### src/rtl/mem_arbiter_if.sv
// mem_arbiter_if: fetch port, data port and memory-side signals of mem_arbiter
interface mem_arbiter_if #(
  parameter int ADDR_WIDTH = 32,
  parameter int DATA_WIDTH = 32
);
  logic                  ifReq;
  logic [ADDR_WIDTH-1:0] ifAddr;
  logic [DATA_WIDTH-1:0] ifData;
  logic                  ifReady;
  logic                  dReq;
  logic                  dWrite;
  logic [ADDR_WIDTH-1:0] dAddr;
  logic [DATA_WIDTH-1:0] dWData;
  logic [DATA_WIDTH-1:0] dRData;
  logic                  dReady;
  logic                  memReq;
  logic                  memWrite;
  logic [ADDR_WIDTH-1:0] memAddr;
  logic [DATA_WIDTH-1:0] memWData;
  logic [DATA_WIDTH-1:0] memRData;
  logic                  memAck;
  logic                  busError;
  modport slave (
    input  ifReq, ifAddr, dReq, dWrite, dAddr, dWData, memRData, memAck,
    output ifData, ifReady, dRData, dReady, memReq, memWrite, memAddr, memWData, busError
  );
  modport master (
    output ifReq, ifAddr, dReq, dWrite, dAddr, dWData, memRData, memAck,
    input  ifData, ifReady, dRData, dReady, memReq, memWrite, memAddr, memWData, busError
  );
endinterface

### src/rtl/mem_arbiter.sv
// mem_arbiter: shares one single-port memory between instruction fetch and the MEM stage
module mem_arbiter #(
  parameter int ADDR_WIDTH    = 32,
  parameter int DATA_WIDTH    = 32,
  parameter int DATA_PRIORITY = 1,
  parameter int TIMEOUT       = 255
) (
  input logic          clk,
  input logic          rst,
  mem_arbiter_if.slave bus
);
  localparam int CW = TIMEOUT > 1 ? $clog2(TIMEOUT) : 1;
  localparam logic [CW-1:0] LAST = CW'(TIMEOUT - 1);
  typedef enum logic [1:0] {IDLE, FETCH, DATA, DONE} state_t;
  state_t r_state, w_state;
  logic r_last_d, w_last_d;
  logic r_mem_req, w_mem_req;
  logic r_mem_write, w_mem_write;
  logic r_if_ready, w_if_ready;
  logic r_d_ready, w_d_ready;
  logic r_bus_error, w_bus_error;
  logic [ADDR_WIDTH-1:0] r_mem_addr, w_mem_addr;
  logic [DATA_WIDTH-1:0] r_mem_wdata, w_mem_wdata;
  logic [DATA_WIDTH-1:0] r_if_data, w_if_data;
  logic [DATA_WIDTH-1:0] r_d_rdata, w_d_rdata;
  logic [CW-1:0] r_wait, w_wait;
  logic w_grant_d, w_busy, w_timeout;
  always_ff @(posedge clk or posedge rst)
    if (rst) begin
      r_state     <= IDLE;
      r_last_d    <= 1'b0;
      r_mem_req   <= 1'b0;
      r_mem_write <= 1'b0;
      r_if_ready  <= 1'b0;
      r_d_ready   <= 1'b0;
      r_bus_error <= 1'b0;
      r_mem_addr  <= '0;
      r_mem_wdata <= '0;
      r_if_data   <= '0;
      r_d_rdata   <= '0;
      r_wait      <= '0;
    end else begin
      r_state     <= w_state;
      r_last_d    <= w_last_d;
      r_mem_req   <= w_mem_req;
      r_mem_write <= w_mem_write;
      r_if_ready  <= w_if_ready;
      r_d_ready   <= w_d_ready;
      r_bus_error <= w_bus_error;
      r_mem_addr  <= w_mem_addr;
      r_mem_wdata <= w_mem_wdata;
      r_if_data   <= w_if_data;
      r_d_rdata   <= w_d_rdata;
      r_wait      <= w_wait;
    end
  // Ties go to data unless round-robin, where the port not granted last wins
  always_comb begin
    w_state     = r_state;
    w_last_d    = r_last_d;
    w_mem_req   = r_mem_req;
    w_mem_write = r_mem_write;
    w_if_ready  = 1'b0;
    w_d_ready   = 1'b0;
    w_bus_error = r_bus_error;
    w_mem_addr  = r_mem_addr;
    w_mem_wdata = r_mem_wdata;
    w_if_data   = r_if_data;
    w_d_rdata   = r_d_rdata;
    w_wait      = r_wait;
    w_grant_d   = bus.dReq && (!bus.ifReq || DATA_PRIORITY != 0 || !r_last_d);
    w_busy      = r_state == FETCH || r_state == DATA;
    w_timeout   = w_busy && !bus.memAck && r_wait == LAST;
    if (r_state == IDLE && (bus.dReq || bus.ifReq)) begin
      w_state     = w_grant_d ? DATA : FETCH;
      w_last_d    = w_grant_d;
      w_mem_req   = 1'b1;
      w_mem_write = w_grant_d && bus.dWrite;
      w_mem_addr  = w_grant_d ? bus.dAddr : bus.ifAddr;
      w_mem_wdata = w_grant_d ? bus.dWData : '0;
      w_wait      = '0;
    end else if (w_busy && (bus.memAck || w_timeout)) begin
      w_state     = DONE;
      w_mem_req   = 1'b0;
      w_mem_write = 1'b0;
      w_bus_error = r_bus_error || w_timeout;
      w_if_ready  = r_state == FETCH;
      w_d_ready   = r_state == DATA;
      if (r_state == FETCH) w_if_data = w_timeout ? '0 : bus.memRData;
      else if (w_timeout || !r_mem_write) w_d_rdata = w_timeout ? '0 : bus.memRData;
    end else if (w_busy) begin
      w_wait = r_wait + 1'b1;
    end else if (r_state == DONE) begin
      w_state = IDLE;
    end
  end
  assign bus.memReq   = r_mem_req;
  assign bus.memWrite = r_mem_write;
  assign bus.memAddr  = r_mem_addr;
  assign bus.memWData = r_mem_wdata;
  assign bus.ifData   = r_if_data;
  assign bus.ifReady  = r_if_ready;
  assign bus.dRData   = r_d_rdata;
  assign bus.dReady   = r_d_ready;
  assign bus.busError = r_bus_error;
endmodule

### src/flat_wrapper.sv
// flat-port wrapper written by rule: the top's interface ports become plain ports
module mem_arbiter_flat 
#(
  parameter int ADDR_WIDTH    = 32,
  parameter int DATA_WIDTH    = 32,
  parameter int DATA_PRIORITY = 1,
  parameter int TIMEOUT       = 255
)
  (clk, rst, bus_ifReq, bus_ifAddr, bus_dReq, bus_dWrite, bus_dAddr, bus_dWData, bus_memRData, bus_memAck, bus_ifData, bus_ifReady, bus_dRData, bus_dReady, bus_memReq, bus_memWrite, bus_memAddr, bus_memWData, bus_busError);
  mem_arbiter_if #(.ADDR_WIDTH(ADDR_WIDTH), .DATA_WIDTH(DATA_WIDTH)) bus_i ();
  input logic clk;
  input logic rst;
  input wire logic [$bits(bus_i.ifReq)-1:0] bus_ifReq;
  input wire logic [$bits(bus_i.ifAddr)-1:0] bus_ifAddr;
  input wire logic [$bits(bus_i.dReq)-1:0] bus_dReq;
  input wire logic [$bits(bus_i.dWrite)-1:0] bus_dWrite;
  input wire logic [$bits(bus_i.dAddr)-1:0] bus_dAddr;
  input wire logic [$bits(bus_i.dWData)-1:0] bus_dWData;
  input wire logic [$bits(bus_i.memRData)-1:0] bus_memRData;
  input wire logic [$bits(bus_i.memAck)-1:0] bus_memAck;
  output wire logic [$bits(bus_i.ifData)-1:0] bus_ifData;
  output wire logic [$bits(bus_i.ifReady)-1:0] bus_ifReady;
  output wire logic [$bits(bus_i.dRData)-1:0] bus_dRData;
  output wire logic [$bits(bus_i.dReady)-1:0] bus_dReady;
  output wire logic [$bits(bus_i.memReq)-1:0] bus_memReq;
  output wire logic [$bits(bus_i.memWrite)-1:0] bus_memWrite;
  output wire logic [$bits(bus_i.memAddr)-1:0] bus_memAddr;
  output wire logic [$bits(bus_i.memWData)-1:0] bus_memWData;
  output wire logic [$bits(bus_i.busError)-1:0] bus_busError;
  assign bus_i.ifReq = bus_ifReq;
  assign bus_i.ifAddr = bus_ifAddr;
  assign bus_i.dReq = bus_dReq;
  assign bus_i.dWrite = bus_dWrite;
  assign bus_i.dAddr = bus_dAddr;
  assign bus_i.dWData = bus_dWData;
  assign bus_i.memRData = bus_memRData;
  assign bus_i.memAck = bus_memAck;
  assign bus_ifData = bus_i.ifData;
  assign bus_ifReady = bus_i.ifReady;
  assign bus_dRData = bus_i.dRData;
  assign bus_dReady = bus_i.dReady;
  assign bus_memReq = bus_i.memReq;
  assign bus_memWrite = bus_i.memWrite;
  assign bus_memAddr = bus_i.memAddr;
  assign bus_memWData = bus_i.memWData;
  assign bus_busError = bus_i.busError;
  mem_arbiter #(.ADDR_WIDTH(ADDR_WIDTH), .DATA_WIDTH(DATA_WIDTH), .DATA_PRIORITY(DATA_PRIORITY), .TIMEOUT(TIMEOUT)) u_core (.clk(clk), .rst(rst), .bus(bus_i));
endmodule
### config.mk
export PLATFORM = sky130hd
export DESIGN_NAME = mem_arbiter_flat
export DESIGN_NICKNAME = d
export VERILOG_FILES = /design/src/rtl/mem_arbiter_if.sv /design/src/rtl/mem_arbiter.sv /design/src/flat_wrapper.sv
export SDC_FILE = /design/constraint.sdc
export NUM_CORES = 1
export LEC_CHECK = 0
export ABC_AREA = 1
export CAP_MARGIN = 25
export CELL_PAD_IN_SITES_DETAIL_PLACEMENT = 1
export CELL_PAD_IN_SITES_GLOBAL_PLACEMENT = 1
export CORE_ASPECT_RATIO = 0.6
export CORE_MARGIN = 2
export CORE_UTILIZATION = 34
export CTS_BUF_LIST = sky130_fd_sc_hd__clkbuf_8
export CTS_CLUSTER_SIZE = 25
export DETAILED_ROUTE_END_ITERATION = 6
export PLACE_DENSITY = 0.93
export SYNTH_ARGS = -nofsm -noshare
export SYNTH_HDL_FRONTEND = slang
export SYNTH_SLANG_ARGS = --single-unit
### constraint.sdc
create_clock -name clk -period 6.3 [get_ports clk]
set_input_delay 0.63 -clock clk [delete_from_list [all_inputs] [get_ports clk]]
set_output_delay 0.63 -clock clk [all_outputs]
set_load 0.02 [all_outputs]
==> results of run 1 <==
## critical path, delay by kind of cell, from the launching register on
kind,cells,cell delay [ns]
DFF,1,0.42
adders and majority gates,1,0.35
and+or+nand+nor,7,1.67
buffers and inverters,2,0.44
## stage by stage
step	std cells	power, mW	util, %	cell area (µm²)
3_3_place_gp	1149	4.01	50.3	9080
6_report	1182	4.78	52.4	9470
3_5_place_dp	1150	4.11	50.4	9110
5_1_grt	1182	5.09	52.4	9470
2_1_floorplan	684	2.93	-	6290
4_1_cts	1182	4.83	52.4	9470
## power by group through the flow
stage	Combinational, mW	Sequential, mW	Clock, mW
global placement	2.42	1.59	0
floorplan	0.900	2.03	0
detailed placement	2.50	1.60	0
global route	2.69	1.65	0.758
finish	2.48	1.60	0.692
CTS	2.51	1.60	0.713
## routing by layer
layer	GRT usage [%]	part of all wire, %
met1	31.7	45
met2	36.9	45
met3	7.39	8.6
met4	5.34	0.77
met5	0	0
## path summary, 6_finish.rpt
| path | from | endpoint | slack (ns) |
|---|---|---|---|
| max | u_core.r_state[0]$_DFFE_PP0P_ | u_core.bus.dRData[9]$_DFFE_PP0P_ | 3.30 |
| min | u_core.bus.ifData[16]$_DFFE_PP0P_ | u_core.bus.ifData[16]$_DFFE_PP0P_ | 0.48 |
| max reg2reg | u_core.r_state[0]$_DFFE_PP0P_ | u_core.bus.dRData[9]$_DFFE_PP0P_ | 3.30 |
| min reg2reg | u_core.bus.ifData[16]$_DFFE_PP0P_ | u_core.bus.ifData[16]$_DFFE_PP0P_ | 0.48 |
| max in group asynchronous | rst | u_core.r_wait[4]$_DFFE_PP0P_ | 4.21 |
| min in group asynchronous | rst | u_core.bus.ifData[24]$_DFFE_PP0P_ | 0.70 |
## state kept, by name, summed over array words and instances (netlist names)
register,count
u_core.bus.busError,1
u_core.bus.dRData,32
u_core.bus.dReady,1
u_core.bus.ifData,32
u_core.bus.ifReady,1
u_core.bus.memAddr,32
u_core.bus.memReq,1
u_core.bus.memWData,32
u_core.bus.memWrite,1
u_core.r_state,2
u_core.r_wait,8
## cell families after synthesis
kind of cell	Yosys count	synth area share, %
and+or+nand+nor	328	22.8
DFF	143	56.9
AOI/OAI and AO/OA	104	11.8
buffers and inverters	101	7.01
adders and majority gates	6	1.19
xor gates and xnor gates	2	0.279
## area by class of cell
type	instances	area share, %
flip-flops and latches	143	37.8
repair buffers	276	29.1
multi-input cells	440	24.0
well taps	240	3.17
clock buffers	17	2.47
inverters	51	2.07
clock inverters	15	1.36
## Yosys cell counts (all sizes together)
| cell type | instances |
|---|---|
| clkbuf | 28 |
| buf | 22 |
| xor2 | 2 |
| o21bai | 2 |
| nor2 | 12 |
| nand2 | 203 |
| a22o | 32 |
| inv | 50 |
| ha | 6 |
| nand3 | 79 |
| o21ai | 5 |
| nand4 | 33 |
| a21oi | 33 |
| nor3 | 1 |
| clkinv | 1 |
| a22oi | 32 |
| dfrtp | 143 |
## placed cells by master (no fill, tap or decap), types with 2 or more instances in the layout
| cell | synthesis | layout |
|---|---|---|
| clkinv_2 | 0 | 2 |
| inv_8 | 0 | 3 |
| clkinvlp_4 | 0 | 2 |
| a21oi_1 | 32 | 32 |
| nand2_1 | 202 | 202 |
| nand3_1 | 78 | 78 |
| clkdlybuf4s50_1 | 0 | 266 |
| o21ai_0 | 4 | 4 |
| dfrtp_1 | 143 | 143 |
| inv_2 | 2 | 3 |
| a22oi_1 | 32 | 32 |
| nor2_2 | 2 | 3 |
| clkinv_4 | 0 | 4 |
| xor2_1 | 2 | 2 |
| nand4_1 | 33 | 33 |
| ha_1 | 6 | 6 |
| clkbuf_8 | 0 | 17 |
| o21bai_1 | 2 | 2 |
| inv_6 | 0 | 5 |
| nor2_1 | 10 | 9 |
| a22o_1 | 32 | 32 |
| buf_4 | 6 | 9 |
| inv_1 | 48 | 46 |
==> flow_metrics.env, run 1 <==
export IMPL_diodes=0
export IMPL_synth_top_area_cell="dfrtp_1"
export IMPL_slew_headroom_pct=41.4
export IMPL_worst_slew_pin_slew_ns=0.878
export IMPL_hpwl_um=16000
export IMPL_drc=0
export IMPL_synthCells=684
export IMPL_power_leakage_nw=4.52
export IMPL_initial_utilization_pct=34.8
export IMPL_p_comb_share_pct=52.0
export IMPL_path_cells="inv_1, ha_1, nand2_1, nor2_2, buf_4, nand2_1, nand2_2, nand3_4, nand2_1, nand2_1"
export IMPL_fill_cells=2060
export IMPL_cts_clk_slew_worst_paths_ns=0.10
export IMPL_power_density_mw_per_mm2=504
export IMPL_first_pass_iters=6
export IMPL_vdd_drop_max_v=0.000204
export IMPL_ys_seq_area_share_pct=56.9
export IMPL_arrival_ns=3.34
export IMPL_hold_path_class="reg2reg"
export IMPL_drt_iter0_drc=355
export IMPL_cts_tree="built"
export IMPL_required_ns=6.64
export IMPL_multi_input_area_mm2=0.00228
export IMPL_min_period_ns=3.00
export IMPL_timing_final_crit_share_pct=47.7
export IMPL_final_nets=1069
export IMPL_worstRegToRegCells=10
export IMPL_synth_area_mm2=0.00629
export IMPL_hold_depth=2
export IMPL_htreeDepth=4
export IMPL_synth_cell_types=26
export IMPL_end_kind="flip-flop"
export IMPL_p_clk_share_pct=14.5
export IMPL_fin_skew_ns=0.0205
export IMPL_setup_viol=0
export IMPL_grt_first_pass_wirelength_um=35800
export IMPL_syn_avg_cell_area_um2=9.19
export IMPL_core_mm2=0.0181
export IMPL_swShare_pct=44.2
export IMPL_crit_path_top_delay_cell="nand2_2"
export IMPL_setup_ws_ns=3.30
export IMPL_root_buffer="clkbuf_8"
export IMPL_maxCapViolCount=0
export IMPL_antenna_found_initial=0
export IMPL_drive_gt1_share_pct=5.63
export IMPL_finalMaxSlewViolations=0
export IMPL_outcome="finished clean"
export IMPL_clock_sinks=143
export IMPL_drt_wirelength_per_cell_um=19.0
export IMPL_synth_seq_cells=143
export IMPL_timing_final_hold_violations=0
export IMPL_clock_latency_ns=0.45
export IMPL_grt_ovfl_total=0
export IMPL_ctsHoldBuffers=0
export IMPL_avgViaCountPerCell=5.13
export IMPL_numCtsBuffers=17
export IMPL_pre_cts_ws_ns=2.94
export IMPL_crit_fanout=33
export IMPL_tns_ns=0
export IMPL_ioPinCount=267
export IMPL_clockBufferDepth=2
export IMPL_ant_nets=0
export IMPL_switching_power_mw=2.11
export IMPL_synth_top_area_share_pct=56.9
export IMPL_grt_start_max_net_pins=79
export IMPL_seqCellArea_mm2=0.00358
export IMPL_pwr_share_seq_pct=33.5
export IMPL_routabilityCongestion=0.794
export IMPL_start_kind="flip-flop"
export IMPL_grt_setup_unrepaired="false"
export IMPL_die_y_um=109
export IMPL_vias=6058
export IMPL_fp_row_count=38
export IMPL_worst_path_most_repeated_cell="nand2_1"
export IMPL_die_x_um=180
export IMPL_slowest_delay_ns=0.54
export IMPL_max_freq_mhz=333
export IMPL_syn_num_nets=824
export IMPL_syn_to_final_growth_pct=50.7
export IMPL_yosys_warnings=0
export IMPL_grt_total_usage_pct=23.4
export IMPL_io_buffers=266
export IMPL_first_global_vias=6363
export IMPL_post_cts_buffers=0
export IMPL_critPathKind="reg2reg"
export IMPL_dieArea_mm2=0.0196
export IMPL_fin_hold_ws_ns=0.478
export IMPL_intPower_mw=2.67
export IMPL_drt_total_wl_um=22500
export IMPL_synth_area_leaders="dfrtp_1, nand2_1, nand3_1"
export IMPL_post_cts_resized=0
(Power assumes the default switching activity.)
==> run 2, diff against run 1 <==
--- a/config.mk
+++ b/config.mk
@@ -11,11 +11,11 @@
 export CELL_PAD_IN_SITES_GLOBAL_PLACEMENT = 1
 export CORE_ASPECT_RATIO = 0.6
 export CORE_MARGIN = 2
-export CORE_UTILIZATION = 34
+export CORE_UTILIZATION = 29
 export CTS_BUF_LIST = sky130_fd_sc_hd__clkbuf_8
 export CTS_CLUSTER_SIZE = 25
 export DETAILED_ROUTE_END_ITERATION = 6
-export PLACE_DENSITY = 0.93
+export PLACE_DENSITY = 0.85
 export SYNTH_ARGS = -nofsm -noshare
 export SYNTH_HDL_FRONTEND = slang
 export SYNTH_SLANG_ARGS = --single-unit
==> constraint.sdc (replaced) <==
create_clock -name clk -period 2.6 [get_ports clk]
set_input_delay 0.26 -clock clk [delete_from_list [all_inputs] [get_ports clk]]
set_output_delay 0.26 -clock clk [all_outputs]
set_load 0.02 [all_outputs]
==> run 2 against run 1 <==
First-iteration DRC count decreased by 9.9%. Critical path type unchanged. Die area increased by 17%. Critical endpoint is now u_core.bus.ifData[4]$_DFFE_PP0P_. Design area increased by 1.7%. Worst hold slack got worse by 0.12 ns. Via count decreased by 0.46%. Final cell count increased by 3.5%. Combinational power increased by 150%. Clock power increased to 2.8 times the previous value. Fmax increased by 33%. Count of clock-buffer cells in the layout increased by 2. Non-clock buffer count increased by 3.
==> flow_metrics.env, run 2 (synthesized netlist as in run 1, its figures left out) <==
export IMPL_initial_utilization_pct=29.7
export IMPL_required_ns=2.99
export IMPL_swShare_pct=42.2
export IMPL_grt_first_pass_wirelength_um=37400
export IMPL_first_pass_iters=4
export IMPL_placed_area_mm2=0.00921
export IMPL_worstRegToRegCells=9
export IMPL_root_buffer="clkbuf_8"
export IMPL_r2r_end="u_core.bus.ifData[4]$_DFFE_PP0P_"
export IMPL_intPower_mw=6.91
export IMPL_cp_top_family="buffers and inverters"
export IMPL_dieArea_mm2=0.0229
export IMPL_post_cts_resized=0
export IMPL_timing_final_crit_share_pct=86.6
export IMPL_die_x_um=194
export IMPL_hold_depth=3
export IMPL_cts_tree="built"
export IMPL_clock_sinks=143
export IMPL_ctsHoldBuffers=0
export IMPL_fin_skew_ns=0.0147
export IMPL_grt_start_max_net_pins=144
export IMPL_slew_headroom_pct=46.5
export IMPL_final_common_cell="clkdlybuf4s50_1"
export IMPL_p_total_mw=11.9
export IMPL_clock_latency_ns=0.45
export IMPL_drive_gt1_share_pct=5.72
export IMPL_final_nets=1072
export IMPL_r2r_slack_ns=0.35
export IMPL_numCtsBuffers=17
export IMPL_p_comb_share_pct=51.1
export IMPL_ioPinCount=267
export IMPL_mostFrequentLayoutCells="clkdlybuf4s50_1, nand2_1, dfrtp_1"
export IMPL_first_global_vias=6407
export IMPL_ant_nets=0
export IMPL_tns_ns=0
export IMPL_grt_ovfl_total=0
export IMPL_fill_cells=2409
export IMPL_power_density_mw_per_mm2=1240
export IMPL_core_mm2=0.0211
export IMPL_power_leakage_nw=4.58
export IMPL_clockBufferDepth=2
export IMPL_vias=6030
export IMPL_critPathKind="reg2reg"
export IMPL_cp_num_buf_inv=3
export IMPL_syn_to_final_growth_pct=53.3
export IMPL_fin_area_mm2=0.00964
export IMPL_fp_row_count=41
export IMPL_min_delay_start="bus_ifAddr[7]"
export IMPL_antenna_found_initial=0
export IMPL_seqCellArea_mm2=0.00358
export IMPL_pwr_share_seq_pct=32.5
export IMPL_maxCapViolCount=0
export IMPL_pre_cts_ws_ns=0.408
export IMPL_slowest_delay_ns=0.58
export IMPL_min_period_ns=2.25
export IMPL_path_cells="inv_1, ha_1, inv_1, nor2_1, nand2_1, a21oi_4, buf_4, nand3_1, nand2_1"
export IMPL_drt_total_wl_um=23200
export IMPL_avgViaCountPerCell=4.93
export IMPL_worst_slew_pin_slew_ns=0.803
export IMPL_p_clk_share_pct=16.5
export IMPL_switching_power_mw=5.04
export IMPL_diodes=0
export IMPL_multi_input_area_mm2=0.00228
export IMPL_cts_clk_slew_worst_paths_ns=0.09
export IMPL_end_kind="flip-flop"
export IMPL_htreeDepth=4
export IMPL_hpwl_um=16300
export IMPL_crit_path_top_delay_cell="buf_4"
export IMPL_io_buffers=266
export IMPL_max_freq_mhz=444
export IMPL_arrival_ns=2.64
export IMPL_drt_wirelength_per_cell_um=19.0
export IMPL_timing_final_hold_violations=0
export IMPL_fin_hold_ws_ns=0.355
export IMPL_hold_path_class="in2reg"
export IMPL_hold_end="u_core.bus.memAddr[7]$_DFFE_PP0N_"
export IMPL_grt_setup_unrepaired="false"
export IMPL_post_cts_buffers=0
export IMPL_grt_total_usage_pct=20.7
export IMPL_drt_iter0_drc=320
export IMPL_die_y_um=118
export IMPL_start_kind="flip-flop"
export IMPL_setup_viol=0
export IMPL_crit_fanout=64
export IMPL_vdd_drop_max_v=0.000578
export IMPL_drc=0
export IMPL_outcome="finished clean"
export IMPL_timing_rr_start="u_core.r_wait[0]$_DFFE_PP0P_"
export IMPL_routabilityCongestion=0.784
export IMPL_finalMaxSlewViolations=0
export IMPL_setup_ws_ns=0.347
==> run 2: changes by cell type in the layout (fill, tap and decap cells not counted), sizes merged <==
cell | before | now
clkbuf | 17 | 19
buf | 10 | 13
clkinvlp | 2 | 1
bufinv | 0 | 4
inv | 57 | 51
==> run 2: final cells by class <==
cell class	instances	area share, %
sequential	143	37.1
timing repair buffer	279	29.2
multi-input combinational	440	23.6
tap	279	3.62
clock buffer	19	2.71
inverter	51	2.03
clock inverter	12	1.73
==> run 2: tightest hold or removal path: cells and delay by family <==
| kind | cells | cell delay [ns] |
|---|---|---|
| buffers and inverters | 1 | 0.39 |
| AND/OR/NAND/NOR | 2 | 0.13 |
==> run 2: how the worst max path moves through the flow <==
| stage | start | endpoint | slack (ns) | depth (start not counted) |
|---|---|---|---|---|
| after floorplan | rst | u_core.bus.busError$_DFFE_PP0P_ | 0.55 | 1 |
| after global placement | u_core.r_wait[0]$_DFFE_PP0P_ | u_core.bus.ifData[4]$_DFFE_PP0P_ | 0.51 | 9 |
| after detailed placement | u_core.r_wait[0]$_DFFE_PP0P_ | u_core.bus.ifData[4]$_DFFE_PP0P_ | 0.41 | 9 |
| after CTS | u_core.r_wait[0]$_DFFE_PP0P_ | u_core.bus.ifData[4]$_DFFE_PP0P_ | 0.38 | 9 |
| after global routing | u_core.r_wait[0]$_DFFE_PP0P_ | u_core.bus.dRData[28]$_DFFE_PP0P_ | 0.10 | 9 |
| final | u_core.r_wait[0]$_DFFE_PP0P_ | u_core.bus.ifData[4]$_DFFE_PP0P_ | 0.35 | 9 |
==> run 2: per-stage QoR <==
| step | instances | utilization, % |
|---|---|---|
| 4_1_cts | 1223 | 45.6 |
| 2_1_floorplan | 684 | - |
| 5_1_grt | 1223 | 45.6 |
| 6_report | 1223 | 45.6 |
| 3_3_place_gp | 1192 | 43.6 |
| 3_5_place_dp | 1192 | 43.6 |
==> run 2: power by group through the flow <==
stage / clock network, mW / logic [mW] / registers (mW)
finish: 1.97 / 6.10 / 3.88
detailed placement: 0 / 6.16 / 3.89
floorplan: 0 / 2.18 / 4.91
global route: 2.13 / 6.62 / 4.00
CTS: 2.03 / 6.17 / 3.88
global placement: 0 / 5.95 / 3.86
==> run 2: routing by layer <==
| metal | GRT usage [%] | share of wire [%] | vias to the layer above |
|---|---|---|---|
| li1 | - | - | 2786 |
| met1 | 29.2 | 47 | 3008 |
| met2 | 31.1 | 44 | 223 |
| met3 | 6.62 | 7.7 | 13 |
| met4 | 4.02 | 0.77 | 0 |
| met5 | 0 | 0 | - |
